<file path="src/rtl/bus_arbiter_pkg.sv">
// Shared SoC bus definitions: arbiter state encoding, timeout default and the
// read value returned on a timed-out transfer.
package bus_arbiter_pkg;

    typedef enum logic [1:0] {
        IDLE = 2'd0,
        BUS  = 2'd1,
        DONE = 2'd2
    } state_t;

    localparam int          TIMEOUT_DEFAULT = 255;
    localparam logic [31:0] ERR_RDATA       = 32'h0;

    // The wait counter only has to reach TIMEOUT-1.
    function automatic int cnt_width(input int timeout);
        return (timeout < 3) ? 1 : $clog2(timeout);
    endfunction

endpackage

</file>
<file path="src/rtl/bus_arbiter_if.sv">
// Requester-side and bus-side signals of the arbiter. The master modport is the
// arbiter itself; the slave modport is the environment (requesters plus bus target).
interface bus_arbiter_if #(
    parameter int N_REQ = 4
);
    logic [N_REQ-1:0]    req;
    logic [N_REQ-1:0]    req_write;
    logic [32*N_REQ-1:0] req_addr;
    logic [32*N_REQ-1:0] req_wdata;
    logic [N_REQ-1:0]    ack;
    logic                err;
    logic [31:0]         rdata;
    logic [2:0]          grant_id;

    logic                W_STB;
    logic [31:0]         W_ADDR;
    logic [31:0]         W_DATA_O;
    logic                W_WRITE;
    logic [31:0]         W_DATA_I;
    logic                W_ACK;

    modport master (
        input  req, req_write, req_addr, req_wdata, W_DATA_I, W_ACK,
        output ack, err, rdata, grant_id, W_STB, W_ADDR, W_DATA_O, W_WRITE
    );

    modport slave (
        output req, req_write, req_addr, req_wdata, W_DATA_I, W_ACK,
        input  ack, err, rdata, grant_id, W_STB, W_ADDR, W_DATA_O, W_WRITE
    );
endinterface

</file>
<file path="src/rtl/bus_arbiter_rr_pick.sv">
// Combinational round-robin winner search starting one past the last grant.
module rr_pick #(
    parameter int N_REQ = 4
) (
    input  logic [N_REQ-1:0] req,
    input  logic [2:0]       last_grant,
    output logic [2:0]       winner,
    output logic             valid
);

    always_comb begin
        // NOTE: every output gets a default before the search so no latch is inferred.
        winner = '0;
        valid  = 1'b0;
        // First hit in order last_grant+1, last_grant+2, ... wins; later hits are masked by valid.
        for (int off = 1; off <= N_REQ; off++) begin
            for (int j = 0; j < N_REQ; j++) begin
                if (!valid && req[j] && (j == (int'(last_grant) + off) % N_REQ)) begin
                    valid  = 1'b1;
                    winner = 3'(j);
                end
            end
        end
    end

endmodule

</file>
<file path="src/rtl/bus_arbiter.sv">
// Round-robin arbiter granting N_REQ requesters single transfers on one bus,
// with a bounded wait for W_ACK that completes with err on expiry.
module bus_arbiter
    import bus_arbiter_pkg::*;
#(
    parameter int N_REQ   = 4,
    parameter int TIMEOUT = TIMEOUT_DEFAULT
) (
    input logic         clk,
    input logic         W_RST,
    bus_arbiter_if.master bus
);

    localparam int CNT_W = cnt_width(TIMEOUT);

    state_t             state_q, state_d;
    logic [CNT_W-1:0]   cnt_q, cnt_d;
    logic [2:0]         last_grant_q, last_grant_d;
    logic [2:0]         grant_id_q, grant_id_d;
    logic [31:0]        addr_q, addr_d;
    logic [31:0]        wdata_q, wdata_d;
    logic [31:0]        rdata_q, rdata_d;
    logic               write_q, write_d;
    logic               stb_q, stb_d;
    logic               err_q, err_d;
    logic [N_REQ-1:0]   ack_q, ack_d;

    logic [2:0]         pick_id;
    logic               pick_valid;
    logic [31:0]        pick_addr, pick_wdata;
    logic               pick_write;
    logic               timeout_hit;

    rr_pick #(.N_REQ(N_REQ)) u_pick (
        .req        (bus.req),
        .last_grant (last_grant_q),
        .winner     (pick_id),
        .valid      (pick_valid)
    );

    always_comb begin
        pick_addr  = '0;
        pick_wdata = '0;
        pick_write = 1'b0;
        for (int j = 0; j < N_REQ; j++) begin
            if (3'(j) == pick_id) begin
                pick_addr  = bus.req_addr[32*j +: 32];
                pick_wdata = bus.req_wdata[32*j +: 32];
                pick_write = bus.req_write[j];
            end
        end
    end

    assign timeout_hit = (cnt_q == CNT_W'(TIMEOUT - 1));

    always_comb begin
        // NOTE: next-state logic uses blocking assignments; only the register block uses <=.
        state_d      = state_q;
        cnt_d        = cnt_q;
        last_grant_d = last_grant_q;
        grant_id_d   = grant_id_q;
        addr_d       = addr_q;
        wdata_d      = wdata_q;
        rdata_d      = rdata_q;
        write_d      = write_q;
        stb_d        = stb_q;
        err_d        = 1'b0;
        ack_d        = '0;

        case (state_q)
            IDLE: begin
                if (pick_valid) begin
                    grant_id_d = pick_id;
                    addr_d     = pick_addr;
                    wdata_d    = pick_wdata;
                    write_d    = pick_write;
                    stb_d      = 1'b1;
                    cnt_d      = '0;
                    state_d    = BUS;
                end
            end
            BUS: begin
                // A W_ACK on the expiry edge still wins, so it is tested first.
                if (bus.W_ACK || timeout_hit) begin
                    stb_d        = 1'b0;
                    write_d      = 1'b0;
                    last_grant_d = grant_id_q;
                    state_d      = DONE;
                    for (int j = 0; j < N_REQ; j++) begin
                        if (3'(j) == grant_id_q) ack_d[j] = 1'b1;
                    end
                    if (bus.W_ACK) begin
                        if (!write_q) rdata_d = bus.W_DATA_I;
                    end else begin
                        err_d   = 1'b1;
                        rdata_d = ERR_RDATA;
                    end
                end else begin
                    cnt_d = cnt_q + CNT_W'(1);
                end
            end
            DONE: begin
                state_d = IDLE;
            end
            default: begin
                state_d = IDLE;
            end
        endcase
    end

    always_ff @(posedge clk) begin
        if (W_RST) begin
            state_q      <= IDLE;
            cnt_q        <= '0;
            last_grant_q <= 3'(N_REQ - 1);
            grant_id_q   <= '0;
            addr_q       <= '0;
            wdata_q      <= '0;
            rdata_q      <= '0;
            write_q      <= 1'b0;
            stb_q        <= 1'b0;
            err_q        <= 1'b0;
            ack_q        <= '0;
        end else begin
            state_q      <= state_d;
            cnt_q        <= cnt_d;
            last_grant_q <= last_grant_d;
            grant_id_q   <= grant_id_d;
            addr_q       <= addr_d;
            wdata_q      <= wdata_d;
            rdata_q      <= rdata_d;
            write_q      <= write_d;
            stb_q        <= stb_d;
            err_q        <= err_d;
            ack_q        <= ack_d;
        end
    end

    assign bus.ack      = ack_q;
    assign bus.err      = err_q;
    assign bus.rdata    = rdata_q;
    assign bus.grant_id = grant_id_q;
    assign bus.W_STB    = stb_q;
    assign bus.W_ADDR   = addr_q;
    assign bus.W_DATA_O = wdata_q;
    assign bus.W_WRITE  = write_q;

endmodule

</file>
<file path="src/flat_wrapper.sv">
// flat-port wrapper written by rule: the top's interface ports become plain ports
module bus_arbiter_flat import bus_arbiter_pkg::*;
#(
    parameter int N_REQ   = 4,
    parameter int TIMEOUT = TIMEOUT_DEFAULT
)
  (clk, W_RST, bus_req, bus_req_write, bus_req_addr, bus_req_wdata, bus_W_DATA_I, bus_W_ACK, bus_ack, bus_err, bus_rdata, bus_grant_id, bus_W_STB, bus_W_ADDR, bus_W_DATA_O, bus_W_WRITE);
  bus_arbiter_if #(.N_REQ(N_REQ)) bus_i ();
  input logic clk;
  input logic W_RST;
  input wire logic [$bits(bus_i.req)-1:0] bus_req;
  input wire logic [$bits(bus_i.req_write)-1:0] bus_req_write;
  input wire logic [$bits(bus_i.req_addr)-1:0] bus_req_addr;
  input wire logic [$bits(bus_i.req_wdata)-1:0] bus_req_wdata;
  input wire logic [$bits(bus_i.W_DATA_I)-1:0] bus_W_DATA_I;
  input wire logic [$bits(bus_i.W_ACK)-1:0] bus_W_ACK;
  output wire logic [$bits(bus_i.ack)-1:0] bus_ack;
  output wire logic [$bits(bus_i.err)-1:0] bus_err;
  output wire logic [$bits(bus_i.rdata)-1:0] bus_rdata;
  output wire logic [$bits(bus_i.grant_id)-1:0] bus_grant_id;
  output wire logic [$bits(bus_i.W_STB)-1:0] bus_W_STB;
  output wire logic [$bits(bus_i.W_ADDR)-1:0] bus_W_ADDR;
  output wire logic [$bits(bus_i.W_DATA_O)-1:0] bus_W_DATA_O;
  output wire logic [$bits(bus_i.W_WRITE)-1:0] bus_W_WRITE;
  assign bus_i.req = bus_req;
  assign bus_i.req_write = bus_req_write;
  assign bus_i.req_addr = bus_req_addr;
  assign bus_i.req_wdata = bus_req_wdata;
  assign bus_i.W_DATA_I = bus_W_DATA_I;
  assign bus_i.W_ACK = bus_W_ACK;
  assign bus_ack = bus_i.ack;
  assign bus_err = bus_i.err;
  assign bus_rdata = bus_i.rdata;
  assign bus_grant_id = bus_i.grant_id;
  assign bus_W_STB = bus_i.W_STB;
  assign bus_W_ADDR = bus_i.W_ADDR;
  assign bus_W_DATA_O = bus_i.W_DATA_O;
  assign bus_W_WRITE = bus_i.W_WRITE;
  bus_arbiter #(.N_REQ(N_REQ), .TIMEOUT(TIMEOUT)) u_core (.clk(clk), .W_RST(W_RST), .bus(bus_i));
endmodule
</file>
<file path="config.mk">
export PLATFORM = sky130hd
export DESIGN_NAME = bus_arbiter_flat
export DESIGN_NICKNAME = d
export VERILOG_FILES = /design/src/rtl/bus_arbiter_pkg.sv /design/src/rtl/bus_arbiter_if.sv /design/src/rtl/bus_arbiter_rr_pick.sv /design/src/rtl/bus_arbiter.sv /design/src/flat_wrapper.sv
export SDC_FILE = /design/constraint.sdc
export NUM_CORES = 1
export LEC_CHECK = 0
export BUFFER_PORTS_ARGS = -buffer_cell sky130_fd_sc_hd__buf_2
export CAP_MARGIN = 20
export CORE_AREA = 2 2 157 159
export CTS_CLUSTER_DIAMETER = 150
export DETAILED_ROUTE_END_ITERATION = 8
export DIE_AREA = 0 0 159 161
export GPL_ROUTABILITY_DRIVEN = 0
export REMOVE_ABC_BUFFERS = 1
export SLEW_MARGIN = 20
export SYNTH_ARGS = -nofsm -noshare
export SYNTH_HDL_FRONTEND = slang
export SYNTH_SLANG_ARGS = --single-unit
</file>
<file path="constraint.sdc">
create_clock -name clk -period 5.5 [get_ports clk]
set_input_delay 0.275 -clock clk [delete_from_list [all_inputs] [get_ports clk]]
set_output_delay 0.275 -clock clk [all_outputs]
set_load 0.01 [all_outputs]
</file>
# Yosys cells after proc, flatten, opt, wreduce, memory -nomap -nowiden

Cells that the tools add are included.

Word-level logic and storage cells: 173
Output and inout port bits: 106
Register bits: 118
Memories: 0
Bits in latches: 0
RAM bits: 0
Memory bits (read-only): 0

Add/subtract/negate cells: 5
Order comparisons: 0
Divide/modulo/power cells: 0
Shifts and indexed selects: 0
Bitwise logic cells: 6
Equal/unequal tests: 24
Mux-type cells: 61
Reduce and logical (&&, ||, !) cells: 66
$mul: 0

Operators by type and width:

| cell                  | count |
|---|---|
| $mux W32              | 10 |
| $logic_not A32 Y1     | 4 |
| $mux W3               | 14 |
| $logic_and A1 B1 Y1   | 31 |
| $mux W1               | 29 |
| $eq A2 B3 Y1 const A  | 8 |
| $eq A3 B3 Y1 const A  | 8 |
| $mux W8               | 2 |
| $pmux W8 S2           | 1 |
| $logic_not A1 Y1      | 15 |
| $reduce_and A3 Y1     | 3 |
| $add A8 B1 Y8 const B | 1 |
| $eq A8 B8 Y1 const B  | 1 |
| $reduce_or A2 Y1      | 4 |
| $eq A1 B3 Y1 const A  | 2 |
| $logic_not A3 Y1      | 2 |
| $reduce_and A2 Y1     | 3 |
| $add A2 B1 Y2 const B | 2 |
| $add A2 B2 Y2 const B | 2 |
| $and A1 B1 Y1 const A | 4 |
| $mux W2               | 2 |
| $ne A2 B1 Y1 const B  | 2 |
| $ne A2 B2 Y1 const B  | 2 |
| $pmux W1 S2           | 2 |
| 7 further kinds       | 8 |

# Logic depth before layout (Yosys ltp)

Word-level depth: 73
Gate-level depth with buffers: 7
Gate-level depth less buffers: 6

# Hierarchy

A second synthesis with hierarchy kept.

Cells, all modules: 485
Area, all modules: 5686.7 µm²

By module, submodules not included:

| module      | area an instance (µm²) | cells an instance | seq. area each (µm²) | instances |
|---|---|---|---|---|
| bus_arbiter | 5596.6                 | 469               | 2382.3               | 1 |
| rr_pick     | 90.1                   | 16                | 0.0                  | 1 |

# Least setup slack after synthesis

OpenSTA, ideal clock, no wires.

Path kind: reg2reg
Start: register u_core.state_q[0]
End: register u_core.addr_q[0], in the netlist u_core.bus.W_ADDR[0]
Cell stages (with the launch flop): 7
Arrival time: 1664 ps
Required time: 5421 ps
Period minus slack after synthesis: 1743 ps
Path buffers: 2
Slack: 3757 ps
Path through: dfxtp_1 > or2_4 > nor3_2 > or4b_1 > buf_6 > buf_6 > o221ai_2

Word-level cells in the longest chain between the ends: 2

Ends and longest elaborated chain:

| item                        | RTL line           | RTL |
|---|---|---|
| start: declaration          | bus_arbiter.sv:16  | `state_t state_q, state_d;` |
| start signal: assignment    | bus_arbiter.sv:125 | `state_q <= state_d;` |
| $logic_not A2 Y1            | bus_arbiter.sv:70  | `case (state_q)` |
| $reduce_and A2 Y1 (no line) | n/a                |  |
| end signal: assignment      | bus_arbiter.sv:129 | `addr_q <= addr_d;` |
| end: declaration            | bus_arbiter.sv:20  | `logic [31:0] addr_q, addr_d;` |

Every way passes these cells.
A chain may end at the register's enable or synchronous reset.

# Worst setup path in the final report

Start: register u_core.state_q[0]
End: register u_core.wdata_q[14], in the netlist u_core.bus.W_DATA_O[14]

Word-level cells in the longest chain between the ends: 2

Ends and longest elaborated chain:

| item                        | RTL line           | RTL |
|---|---|---|
| $logic_not A2 Y1            | bus_arbiter.sv:70  |  |
| $reduce_and A2 Y1 (no line) | n/a                |  |
| end signal: assignment      | bus_arbiter.sv:130 | `wdata_q <= wdata_d;` |
| end: declaration            | bus_arbiter.sv:21  | `logic [31:0] wdata_q, wdata_d;` |

Every way passes these cells.

==> impl_metrics.tcl <==
set metrics [dict create \
    outcome "finished, final reports clean" \
    coreArea_sq_um 24000 \
    grt_remaining_overflow 0 \
    power.leakage_nw 4.04 \
    fmax_mhz 408 \
    drtIter0Drc 366 \
    synth_common_cells "130 x mux2i_1, 117 x dfxtp_1, 68 x nand2_1" \
    cp_max_fo 39 \
    drc 0 \
    drt_first_pass_iters 4 \
    crit_required_ns 5.82 \
    timing.setup.tns_ns 0 \
    finalSetupViolCount 0 \
    die_area_sq_um 25600 \
    end_kind "flip-flop" \
    cts_buffers 17 \
    p_int_w 0.00192 \
    slew-limit-headroom 0.467 \
    htree_levels 4 \
    cp_slowest_cell "or4b_4" \
    worstSkewPairLatency_ns 0.41 \
    place_area_sq_um 8120 \
    vias_per_cell 4.54 \
    rsz0062_at_grt "no" \
    start_util 0.244 \
    startpoint "u_core.state_q[0]" \
    numPortBuffers 403 \
    hpwl_mm 15.6 \
    p_seq_frac 0.361 \
    pre_cts_ws_ns 2.72 \
    yosys_warnings 0 \
    cts_resized 0 \
    fin_ws_ns 3.05 \
    final-max-slew-violation-count 0 \
    ff_latch_area_sq_um 2340 \
    dieHeight_microns 161 \
    grtUsageTotal 0.157 \
    fin_worst_skew_ns 0.00926 \
    cp.arrival_ns 2.77 \
    drive_gt1_frac 0.535 \
    antenna_found_initial 3 \
    grt_max_degree 88 \
    synth.avg_cell_area_sq_um 10.7 \
    cts_root_buf "clkbuf_16" \
    regToRegEndpoint "u_core.bus.W_DATA_O[14]" \
    maxCapViolations 0 \
    path_cells "or2_4 -> nor3_2 -> or4b_4 -> buf_4 -> o221ai_1" \
    grt_pass1_wl_mm 31.7 \
    post_cts_buffers 0 \
    nets 1229 \
    synth_edf_count 0 \
    finalCriticalPeriod_ns 2.45 \
    multi_input_area_sq_um 3270 \
    wire_per_inst_microns 16.2 \
    cts_hold_buf 0 \
    die_x_microns 159 \
    synthArstFlopShare 0 \
    routed-via-count 5752 \
    final_cell_area_sq_um 8720 \
    holdWs_ns 0.0761 \
    netlist_area_sq_um 5850 \
    finalHoldViolations 0 \
    combinationalPowerShare 0.230 \
    clkTransAtPathRegs_ns 0.06 \
    ys_top_cells_by_area "dfxtp_1 40%, mux2i_1 22%, o221ai_2 13%" \
    rows 57 \
    cts.path.max_buffers 2 \
    postSynthCellCount 545 \
    ios 405 \
    synth_ff_type "dfxtp_1" \
    antenna_left 0 \
    yosysTopAreaCell "dfxtp_1" \
    startpoint_type "flip-flop" \
    hp-class "in2reg" \
    netlist.area_leader.share 0.401 \
    clock-sinks 117 \
    swShare 0.300 \
    cts_tree "done" \
    post-route-period-util 0.446 \
    ys_ff_latch 117 \
    finalWirelength_mm 20.6 \
    p_clk_frac 0.409 \
    grt_pass1_vias 5834 \
    ff2ff_setup_slack_ns 3.05 \
    worstMarginPinSlew_ns 0.800 \
    synth.most_common_cell "mux2i_1" \
    ys_seq_area_frac 0.401 \
    synth_cell_types 41 \
    worstSetupPathType "reg2reg" \
    r2r_cells 5 \
    worstReg2RegStart "u_core.state_q[0]" \
    peakVddDrop_mv 0.171 \
    crit_path_max_incr_delay_ns 0.83 \
    crit_end "u_core.bus.W_DATA_O[14]" \
    power_density_nw_per_um2 315 \
    area_delta_synth_final_pct 49.2 \
    fillers 2489 \
    power.switching_w 0.000823 \
]
==> kinds of logic after synthesis <==
family                     Yosys count  share of synthesized area
DFF                                117                      0.401
muxes                              130                      0.223
buffers and inverters               52                     0.0467
adders and majority gates            2                    0.00428
AOI/OAI and AO/OA                  126                      0.230
xor gates and xnor gates             4                    0.00599
and+or+nand+nor                    113                     0.0890
other                                1                   0.000642
==> worst min-delay path by stage <==
stage	slack, ns	cells past startpoint	end	start
global placement	0.44	2	u_core.bus.W_DATA_O[17]	u_core.bus.W_DATA_O[17]
detailed placement	0.44	2	u_core.bus.W_DATA_O[28]	u_core.bus.W_DATA_O[28]
finish	0.08	2	u_core.bus.rdata[23]	bus_W_DATA_I[23]
CTS	0.05	2	u_core.bus.rdata[23]	bus_W_DATA_I[23]
floorplan	0.34	1	u_core.bus.W_STB	W_RST
global route	0.06	2	u_core.bus.rdata[30]	bus_W_DATA_I[30]
==> sequential cells by signal (all words and copies together) (netlist names) <==
name,flops
u_core.state_q,2
u_core.bus.grant_id,2
u_core.bus.W_DATA_O,32
u_core.bus.rdata,32
u_core.bus.W_WRITE,1
u_core.bus.W_ADDR,32
u_core.last_grant_q,2
u_core.bus.err,1
u_core.bus.W_STB,1
u_core.bus.ack,4
u_core.cnt_q,8
==> layer usage <==
metal | up-vias | share of wire | global-route usage
li1 | 2861 | - | -
met1 | 2617 | 0.42 | 0.187
met2 | 262 | 0.50 | 0.274
met3 | 12 | 0.076 | 0.0457
met4 | 0 | 0.010 | 0.0492
met5 | - | 0 | 0
==> area by class of cell <==
cell class / count / share of cell area
clock inverter: 14 / 0.0174
timing repair buffer: 411 / 0.240
clock buffer: 18 / 0.0504
multi-input combinational: 376 / 0.375
sequential: 117 / 0.269
tap: 324 / 0.0465
inverter: 5 / 0.00215
antenna: 3 / 0.000861
==> critical path: cells and delay by family, from the launching register on <==
| kind | cells | cell delay (ns) |
|---|---|---|
| AND/OR/NAND/NOR | 3 | 1.36 |
| buffers and inverters | 1 | 0.41 |
| flip-flops | 1 | 0.34 |
| AO/OA/AOI/OAI | 1 | 0.24 |
==> power by group through the flow <==
stage | clock network (W) | logic [W] | registers [W]
after global placement | 0 | 0.000634 | 0.00100
after CTS | 0.00117 | 0.000640 | 0.000989
final | 0.00112 | 0.000631 | 0.000989
after global routing | 0.00120 | 0.000687 | 0.00100
after floorplan | 0 | 0.000335 | 0.00104
after detailed placement | 0 | 0.000639 | 0.00101
==> cells in the final DEF (no fill, tap or decap), drive strengths merged, types with 5 or more instances in the layout <==
cell type / Yosys / layout
a21oi: 10 / 10
a22o: 32 / 32
buf: 28 / 411
clkbuf: 19 / 18
clkinvlp: 0 / 5
dfxtp: 117 / 117
inv: 5 / 8
mux2i: 130 / 130
nand2: 68 / 68
nand3: 5 / 5
nor2: 7 / 7
nor3: 7 / 7
o21ai: 7 / 7
o221ai: 65 / 65
==> per-stage QoR <==
stage                util  instances  total power (W)
floorplan               -        498          0.00138
global placement    0.339       1233          0.00164
detailed placement  0.339       1233          0.00164
CTS                 0.364       1265          0.00279
global route        0.364       1267          0.00289
finish              0.364       1268          0.00274
No activity file was read; power rests on OpenSTA's default activity.
